===== src/rtl/serial_adder.sv =====
// Bit-serial WIDTH-bit adder: one full-adder step per clock, LSB first, start/busy/done handshake.
// Define SERIAL_ADDER_OVERFLOW_EN to add a registered two's-complement overflow output.
module serial_adder #(
  parameter int WIDTH = 8
) (
  input  logic             clk,
  input  logic             rst_n,
  input  logic             start,
  input  logic [WIDTH-1:0] a,
  input  logic [WIDTH-1:0] b,
  input  logic             carryin,
  output logic             busy,
  output logic             done,
  output logic [WIDTH-1:0] sum,
`ifdef SERIAL_ADDER_OVERFLOW_EN
  output logic             overflow,
`endif
  output logic             carryout
);

  localparam int CW = (WIDTH < 2) ? 1 : $clog2(WIDTH + 1);
  localparam logic [CW-1:0] LAST    = CW'(WIDTH - 1);
  localparam logic [CW-1:0] CNT_ONE = CW'(1);

  localparam logic [0:0] IDLE = 1'b0;
  localparam logic [0:0] RUN  = 1'b1;

  logic [0:0]       state;
  logic [WIDTH-1:0] a_sr;
  logic [WIDTH-1:0] b_sr;
  logic [WIDTH-1:0] res_sr;
  logic [WIDTH-1:0] res_next;
  logic [CW-1:0]    cnt;
  logic             c;
  logic             s;
  logic             c_next;

  // The single-bit full-adder cell fed by the operand LSBs and the running carry.
  assign s      = a_sr[0] ^ b_sr[0] ^ c;
  assign c_next = (a_sr[0] & b_sr[0]) | (a_sr[0] & c) | (b_sr[0] & c);

  generate
    if (WIDTH == 1) begin : g_res_one
      assign res_next = s;
    end else begin : g_res_multi
      assign res_next = {s, res_sr[WIDTH-1:1]};
    end
  endgenerate

  always_ff @(posedge clk or negedge rst_n) begin
    if (!rst_n) begin
      state    <= IDLE;
      a_sr     <= '0;
      b_sr     <= '0;
      res_sr   <= '0;
      cnt      <= '0;
      c        <= 1'b0;
      busy     <= 1'b0;
      done     <= 1'b0;
      sum      <= '0;
      carryout <= 1'b0;
`ifdef SERIAL_ADDER_OVERFLOW_EN
      overflow <= 1'b0;
`endif
    end else begin
      done <= 1'b0;
      case (state)
        IDLE: begin
          if (start) begin
            a_sr  <= a;
            b_sr  <= b;
            c     <= carryin;
            cnt   <= '0;
            busy  <= 1'b1;
            state <= RUN;
          end
        end
        RUN: begin
          a_sr   <= a_sr >> 1;
          b_sr   <= b_sr >> 1;
          c      <= c_next;
          res_sr <= res_next;
          cnt    <= cnt + CNT_ONE;
          // On the last bit, c is the carry into the MSB and c_next the carry out of it.
          if (cnt == LAST) begin
            sum      <= res_next;
            carryout <= c_next;
`ifdef SERIAL_ADDER_OVERFLOW_EN
            overflow <= c ^ c_next;
`endif
            done     <= 1'b1;
            busy     <= 1'b0;
            state    <= IDLE;
          end
        end
        default: begin
          state <= IDLE;
          busy  <= 1'b0;
        end
      endcase
    end
  end

endmodule


===== config.mk =====
export PLATFORM = sky130hd
export DESIGN_NAME = serial_adder
export DESIGN_NICKNAME = d
export VERILOG_FILES = /design/src/rtl/serial_adder.sv
export SDC_FILE = /design/constraint.sdc
export NUM_CORES = 1
export LEC_CHECK = 0
export BUFFER_PORTS_ARGS = -buffer_cell sky130_fd_sc_hd__buf_2
export CAP_MARGIN = 30
export CORE_ASPECT_RATIO = 0.8
export CORE_MARGIN = 2
export CORE_UTILIZATION = 43
export CTS_CLUSTER_DIAMETER = 40
export CTS_CLUSTER_SIZE = 10
export DETAILED_ROUTE_END_ITERATION = 12
export SYNTH_ARGS = -nofsm -noshare
export SYNTH_HDL_FRONTEND = slang
export SYNTH_SLANG_ARGS = --single-unit

===== constraint.sdc =====
create_clock -name clk -period 2.3 [get_ports clk]
set_clock_uncertainty 0.2 [all_clocks]
set_input_delay 0.23 -clock clk [delete_from_list [all_inputs] [get_ports clk]]
set_output_delay 0.23 -clock clk [all_outputs]
set_load 0.01 [all_outputs]

* Yosys cells after proc, flatten, opt, wreduce, memory -nomap -nowiden
Index checks and enable logic that the tools add are counted.
Word-level totals: bits in latches 0, output and inout bits 11, register bits 41, bits in read-only memories 0, memories kept 0, input bits 20, memory bits (writable) 0
Operators by class: divide/modulo/power cells 0, equal/unequal tests 3, shift-type cells 0, multiplexer cells 16, add/sub/neg operators 1, multipliers 0, reductions and logical operators 2, order comparisons 0, bitwise logic cells 8
Operators by type and width (number):
- $pmux 8 s2 | 2
- $mux 8 | 2
- $pmux 4 s2 | 1
- $mux 1 | 7
- $pmux 1 s2 | 3
- $add 4x1->4 const B | 1
- $eq 4x3->1 const B | 1
- $mux 4 | 1
- $reduce_and 2->1 | 2
- $and 1x1->1 | 3
- $ne 2x1->1 const B | 1
- $ne 2x2->1 const B | 1
- $or 1x1->1 | 2
- $xor 1x1->1 | 2
- $not 1->1 | 1

* Longest topological paths before layout
depth in word-level cells 4, depth in mapped cells 4

* Worst setup path after synthesis
OpenSTA, ideal clock, no wires.
path type reg2reg, start point register cnt[0], end point register carryout, stages on the path, launching flop included 4, slack 0.829 ns, clock period less this slack 1.471 ns, buffers on the path 0, data arrival time 1.147 ns, required time 1.975 ns, library setup time 0.125 ns, cells stage by stage dfrtp_1 ha_1 nand4b_4 mux2_2
Between the ends: word-level cells in the longest chain between the ends 2
RTL lines:
- start: declaration | RTL line 33 | logic [CW-1:0] cnt;
- start signal: assignment | RTL line 83 | cnt <= cnt + CNT_ONE;
- $eq 4x3->1 | RTL line 85 | if (cnt == LAST) begin
- $reduce_and 2->1 (no source line)
- end signal: assignment | RTL line 87 | carryout <= c_next;
- end: declaration | RTL line 18 | output logic carryout
No other way between the ends. A chain may end at the register's enable or synchronous reset.

* Worst setup path after layout
start point register cnt[0], end point register sum[6]
Between the ends: word-level cells in the longest chain between the ends 2
RTL lines:
- $eq 4x3->1 | RTL line 85
- $reduce_and 2->1 (no source line)
- end signal: assignment | RTL line 86 | sum <= res_next;
- end: declaration | RTL line 14 | output logic [WIDTH-1:0] sum,
No other way between the ends.

==> impl_results.html <==
<table>
<tr><th>Metric</th><th>Value</th></tr>
<tr><th colspan="2">Outcome</th></tr>
<tr><td>Status</td><td>completed</td></tr>
<tr><th colspan="2">Synth</th></tr>
<tr><td>Number of cells produced by synthesis</td><td>130</td></tr>
<tr><td>Number of flops mapped to enable cells by yosys</td><td>0</td></tr>
<tr><td>Asr flop ratio synth</td><td>100%</td></tr>
<tr><td>Yosys warning count</td><td>0</td></tr>
<tr><td>Average size of a mapped cell</td><td>12.9 µm²</td></tr>
<tr><td>Netlist area before placement</td><td>0.00168 mm²</td></tr>
<tr><td>Number of register bits inferred by synthesis</td><td>40</td></tr>
<tr><td>Primary flip-flop cell chosen by synthesis mapping</td><td>dfrtp_1</td></tr>
<tr><td>Share of the synthesized area in the top cell type</td><td>59.7%</td></tr>
<tr><td>Yosys cell types</td><td>20</td></tr>
<tr><td>Total nets after synthesis</td><td>152</td></tr>
<tr><td>Fraction of the yosys area taken by sequential cells</td><td>59.7%</td></tr>
<tr><td>Most frequent cells after synthesis</td><td>dfrtp_1 (40), mux2i_1 (18), mux2_2 (16), nand2_1 (16), o21ai_0 (16)</td></tr>
<tr><td>Area leader, netlist</td><td>dfrtp_1</td></tr>
<tr><td>Cell types with the largest area share after synthesis</td><td>dfrtp_1 (60%), mux2i_1 (11%), mux2_2 (11%)</td></tr>
<tr><td>Cell with the most instances after synthesis</td><td>dfrtp_1</td></tr>
<tr><th colspan="2">Global routing</th></tr>
<tr><td>Largest net degree at the start of global routing</td><td>41</td></tr>
<tr><td>Met3 usage</td><td>7.08%</td></tr>
<tr><td>GR Layer Usage met1</td><td>20.0%</td></tr>
<tr><td>Number of global-route vias before repair</td><td>1,089</td></tr>
<tr><td>Global Route met2 Usage</td><td>23.6%</td></tr>
<tr><td>Total congestion overflow after global routing</td><td>0</td></tr>
<tr><td>Overall track demand over capacity in global routing</td><td>15.7%</td></tr>
<tr><td>Number of antenna violations at the first check in global routing</td><td>0</td></tr>
<tr><td>Global-route wire length before repair</td><td>5060 µm</td></tr>
<tr><td>Most Crowded Layer GR</td><td>met2</td></tr>
<tr><th colspan="2">Critical path</th></tr>
<tr><td>Reg2Reg Setup Slack</td><td>0.72 ns</td></tr>
<tr><td>CP Cell Sequence</td><td>ha_1 -&gt; nand4b_4 -&gt; mux2_2</td></tr>
<tr><td>Standard cell with the maximum stage delay on the critical path</td><td>dfrtp_1</td></tr>
<tr><td>CP endpoint kind</td><td>flip-flop</td></tr>
<tr><td>Critical Path Max Stage Delay</td><td>0.42 ns</td></tr>
<tr><td>R2R cell count</td><td>3</td></tr>
<tr><td>Critical path start-end classification</td><td>flip-flop to flip-flop</td></tr>
<tr><td>Worst flop-to-flop path startpoint</td><td>cnt[0]</td></tr>
<tr><td>Sort of element at the start of the critical path</td><td>flip-flop</td></tr>
<tr><td>Worst endpoint data arrival time</td><td>1.55 ns</td></tr>
<tr><td>Data required time at the worst endpoint</td><td>2.27 ns</td></tr>
<tr><td>R2r endpoint</td><td>sum[6]</td></tr>
<tr><td>Crit Path Max Fanout</td><td>10</td></tr>
<tr><th colspan="2">Power</th></tr>
<tr><td>Switching power total</td><td>783 µW</td></tr>
<tr><td>Internal</td><td>1600 µW</td></tr>
<tr><td>Power Density</td><td>1200 mW/mm²</td></tr>
<tr><td>Part of the total power dissipated in the clock network</td><td>18.3%</td></tr>
<tr><td>Combinational share of power</td><td>32.0%</td></tr>
<tr><td>Leak Pwr</td><td>0.00100 µW</td></tr>
<tr><td>Part of the power in registers</td><td>49.7%</td></tr>
<tr><td>Switching part of the total power</td><td>32.9%</td></tr>
<tr><td>Worst VDD drop</td><td>0.526 mV</td></tr>
<tr><th colspan="2">Clocking</th></tr>
<tr><td>Clock sinks</td><td>40</td></tr>
<tr><td>Clock-pin slew reported for the worst setup and hold paths after clock tree synthesis</td><td>0.08 ns</td></tr>
<tr><td>Total number of H-tree levels</td><td>2</td></tr>
<tr><td>Clk buf depth</td><td>2</td></tr>
<tr><td>Clock latency reported for the late side of the worst-skew pair</td><td>0.29 ns</td></tr>
<tr><td>Clock tree from TritonCTS</td><td>built</td></tr>
<tr><td>Clock tree root buffer cell</td><td>clkbuf_8</td></tr>
<tr><td>Post-cts resize count</td><td>0</td></tr>
<tr><td>Total CTS buffers</td><td>5</td></tr>
<tr><th colspan="2">Timing</th></tr>
<tr><td>Worst Tran Pin Value</td><td>0.882 ns</td></tr>
<tr><td>Final number of setup-violating endpoints</td><td>0</td></tr>
<tr><td>Final worst path period need</td><td>1.58 ns</td></tr>
<tr><td>Tightest slew margin relative to the limit</td><td>41.2%</td></tr>
<tr><td>Highest clock frequency the design can meet</td><td>0.632 GHz</td></tr>
<tr><td>Fin. Hold Viols</td><td>0</td></tr>
<tr><td>Sum Neg Setup Slack</td><td>0 ns</td></tr>
<tr><td>Final Max Slew Viols</td><td>0</td></tr>
<tr><td>Worst hold slack</td><td>0.0317 ns</td></tr>
<tr><td>RSZ-0062 raised after global routing</td><td>no</td></tr>
<tr><td>Final critical-path share of the clock period</td><td>68.7%</td></tr>
<tr><th colspan="2">Route</th></tr>
<tr><td>Antenna violation net count after detailed routing</td><td>0</td></tr>
<tr><td>DRC viols</td><td>0</td></tr>
<tr><td>Total via count in the routed design</td><td>1,063</td></tr>
<tr><td>Number of iterations in the first detailed-routing pass</td><td>4</td></tr>
<tr><td>Wire length per cell</td><td>13.6 µm</td></tr>
<tr><td>Sum of routed wire length over all layers</td><td>2990 µm</td></tr>
<tr><td>Iteration-0 DRC count of the detailed router</td><td>124</td></tr>
<tr><td>Average via count per standard cell</td><td>4.83</td></tr>
<tr><th colspan="2">Place</th></tr>
<tr><td>Last weighted congestion value of the routability-driven placer</td><td>0.690</td></tr>
<tr><td>Final HPWL from detailed placement</td><td>2010 µm</td></tr>
<tr><td>Total instance count after detailed placement</td><td>210</td></tr>
<tr><td>Number of port buffers</td><td>30</td></tr>
<tr><th colspan="2">Cells and area</th></tr>
<tr><td>Fraction of final layout cells sized beyond drive strength 1</td><td>33.9%</td></tr>
<tr><td>Area of combinational cells with multiple inputs</td><td>637 µm²</td></tr>
<tr><td>Antenna diode count</td><td>0</td></tr>
<tr><td>Util after Layout</td><td>52.5%</td></tr>
<tr><td>Fill count</td><td>336</td></tr>
<tr><td>Net count of the finished layout</td><td>187</td></tr>
<tr><td>Area Growth Syn to Fin</td><td>18.4%</td></tr>
<tr><td>Post-Layout Cell Count</td><td>220</td></tr>
<tr><td>Area taken by flip-flops and latches</td><td>0.00100 mm²</td></tr>
<tr><th colspan="2">Die</th></tr>
<tr><td>Placeable core region</td><td>0.00378 mm²</td></tr>
<tr><td>Initial cell density of the core</td><td>44.3%</td></tr>
<tr><td>Die height</td><td>59.8 µm</td></tr>
<tr><td>Die area</td><td>0.00441 mm²</td></tr>
<tr><td>Horizontal die dimension</td><td>73.8 µm</td></tr>
<tr><td>Row count</td><td>20</td></tr>
<tr><td>Number of placed I/O pins</td><td>31</td></tr>
<tr><th colspan="2">Worst hold path</th></tr>
<tr><td>Hold path startpoint</td><td>a[4]</td></tr>
<tr><td>Number of cells on the worst hold path</td><td>3</td></tr>
<tr><td>Path category of the worst min-delay check</td><td>primary input to flip-flop</td></tr>
<tr><td>End point of the worst hold path</td><td>a_sr[4]</td></tr>
<tr><th colspan="2">Flow run</th></tr>
<tr><td>Number of max-capacitance violations reported</td><td>0</td></tr>
</table>
[timing repair]
| action | in CTS | in global routing |
|---|---|---|
| setup buffers | 0 | 0 |
| endpoints found under the hold margin | 42 | 0 |
| hold buffers | 3 | 0 |
[power groups by stage]
stage          Sequential [µW]  Combinational [µW]  Clock (µW)
4_1_cts                   1190                 776         448
3_3_place_gp              1180                 741           0
6_report                  1180                 762         435
5_1_grt                   1220                 857         476
2_1_floorplan             1160                 561           0
3_5_place_dp              1200                 768           0
[cell usage in the layout, fill, tap and decap left out]
| master | count |
|---|---|
| dfrtp_1 | 40 |
| buf_2 | 30 |
| mux2i_1 | 18 |
| mux2_2 | 16 |
| nand2_1 | 16 |
| o21ai_0 | 16 |
| nor2_1 | 5 |
| clkbuf_8 | 5 |
| dlygate4sd3_1 | 3 |
| a22o_1 | 2 |
| buf_4 | 2 |
| nand4b_4 | 1 |
| inv_1 | 1 |
| xor2_1 | 1 |
| a22o_2 | 1 |
| nand2b_1 | 1 |
| a21oi_1 | 1 |
| nand3_1 | 1 |
| xnor2_1 | 1 |
| fa_1 | 1 |
| ha_1 | 1 |
| clkinv_2 | 1 |
| clkbuf_1 | 1 |
[per-layer routing]
layer	part of all wire [%]	vias to the layer above
met4	0.54	0
met3	5.9	2
li1	-	524
met2	46	21
met1	47	516
met5	0	-
[layout make-up]
type	instances	share of cell area, %
repair buffers	35	9.84
multi-input cells	82	32.1
well taps	55	3.47
clock inverters	1	0.252
clock buffers	6	3.66
inverters	1	0.189
flip-flops and latches	40	50.5
[flip-flops by register name, indices dropped and copies added, names as in the netlist]
register / flops
a_sr: 8
b_sr: 8
busy: 1
c: 1
carryout: 1
cnt: 4
done: 1
res_sr: 7
state: 1
sum: 8
[worst max-delay path: cells and delay by family, from the launching register on]
family | cells | cell delay (ns)
fa+ha+maj | 1 | 0.28
flops | 1 | 0.42
simple gates | 1 | 0.21
mux | 1 | 0.36
[cells by family after synthesis]
family	share of synthesized area, %
muxes	21.5
DFF	59.7
adders and majority gates	1.94
buffers and inverters	2.24
and+or+nand+nor	6.80
xor gates and xnor gates	1.05
AOI/OAI and AO/OA	6.72
[per-stage QoR]
step / worst slack [ns] / cell area [µm²] / total power (µW)
detailed placement: 0.720 / 1880 / 1970
finish: 0.719 / 1980 / 2380
floorplan: 0.829 / 1680 / 1720
CTS: 0.704 / 1980 / 2410
global route: 0.638 / 1980 / 2550
global placement: 0.757 / 1880 / 1920
[worst max-delay path by stage]
stage	from	end	slack, ns	cells after the start
after floorplan	cnt[0]	carryout	0.83	3
after global placement	cnt[0]	sum[5]	0.76	3
after detailed placement	cnt[0]	sum[4]	0.72	3
after CTS	cnt[0]	sum[4]	0.70	3
after global routing	cnt[0]	sum[3]	0.64	3
final	cnt[0]	sum[6]	0.72	3
Power figures use the tool's default switching activity.
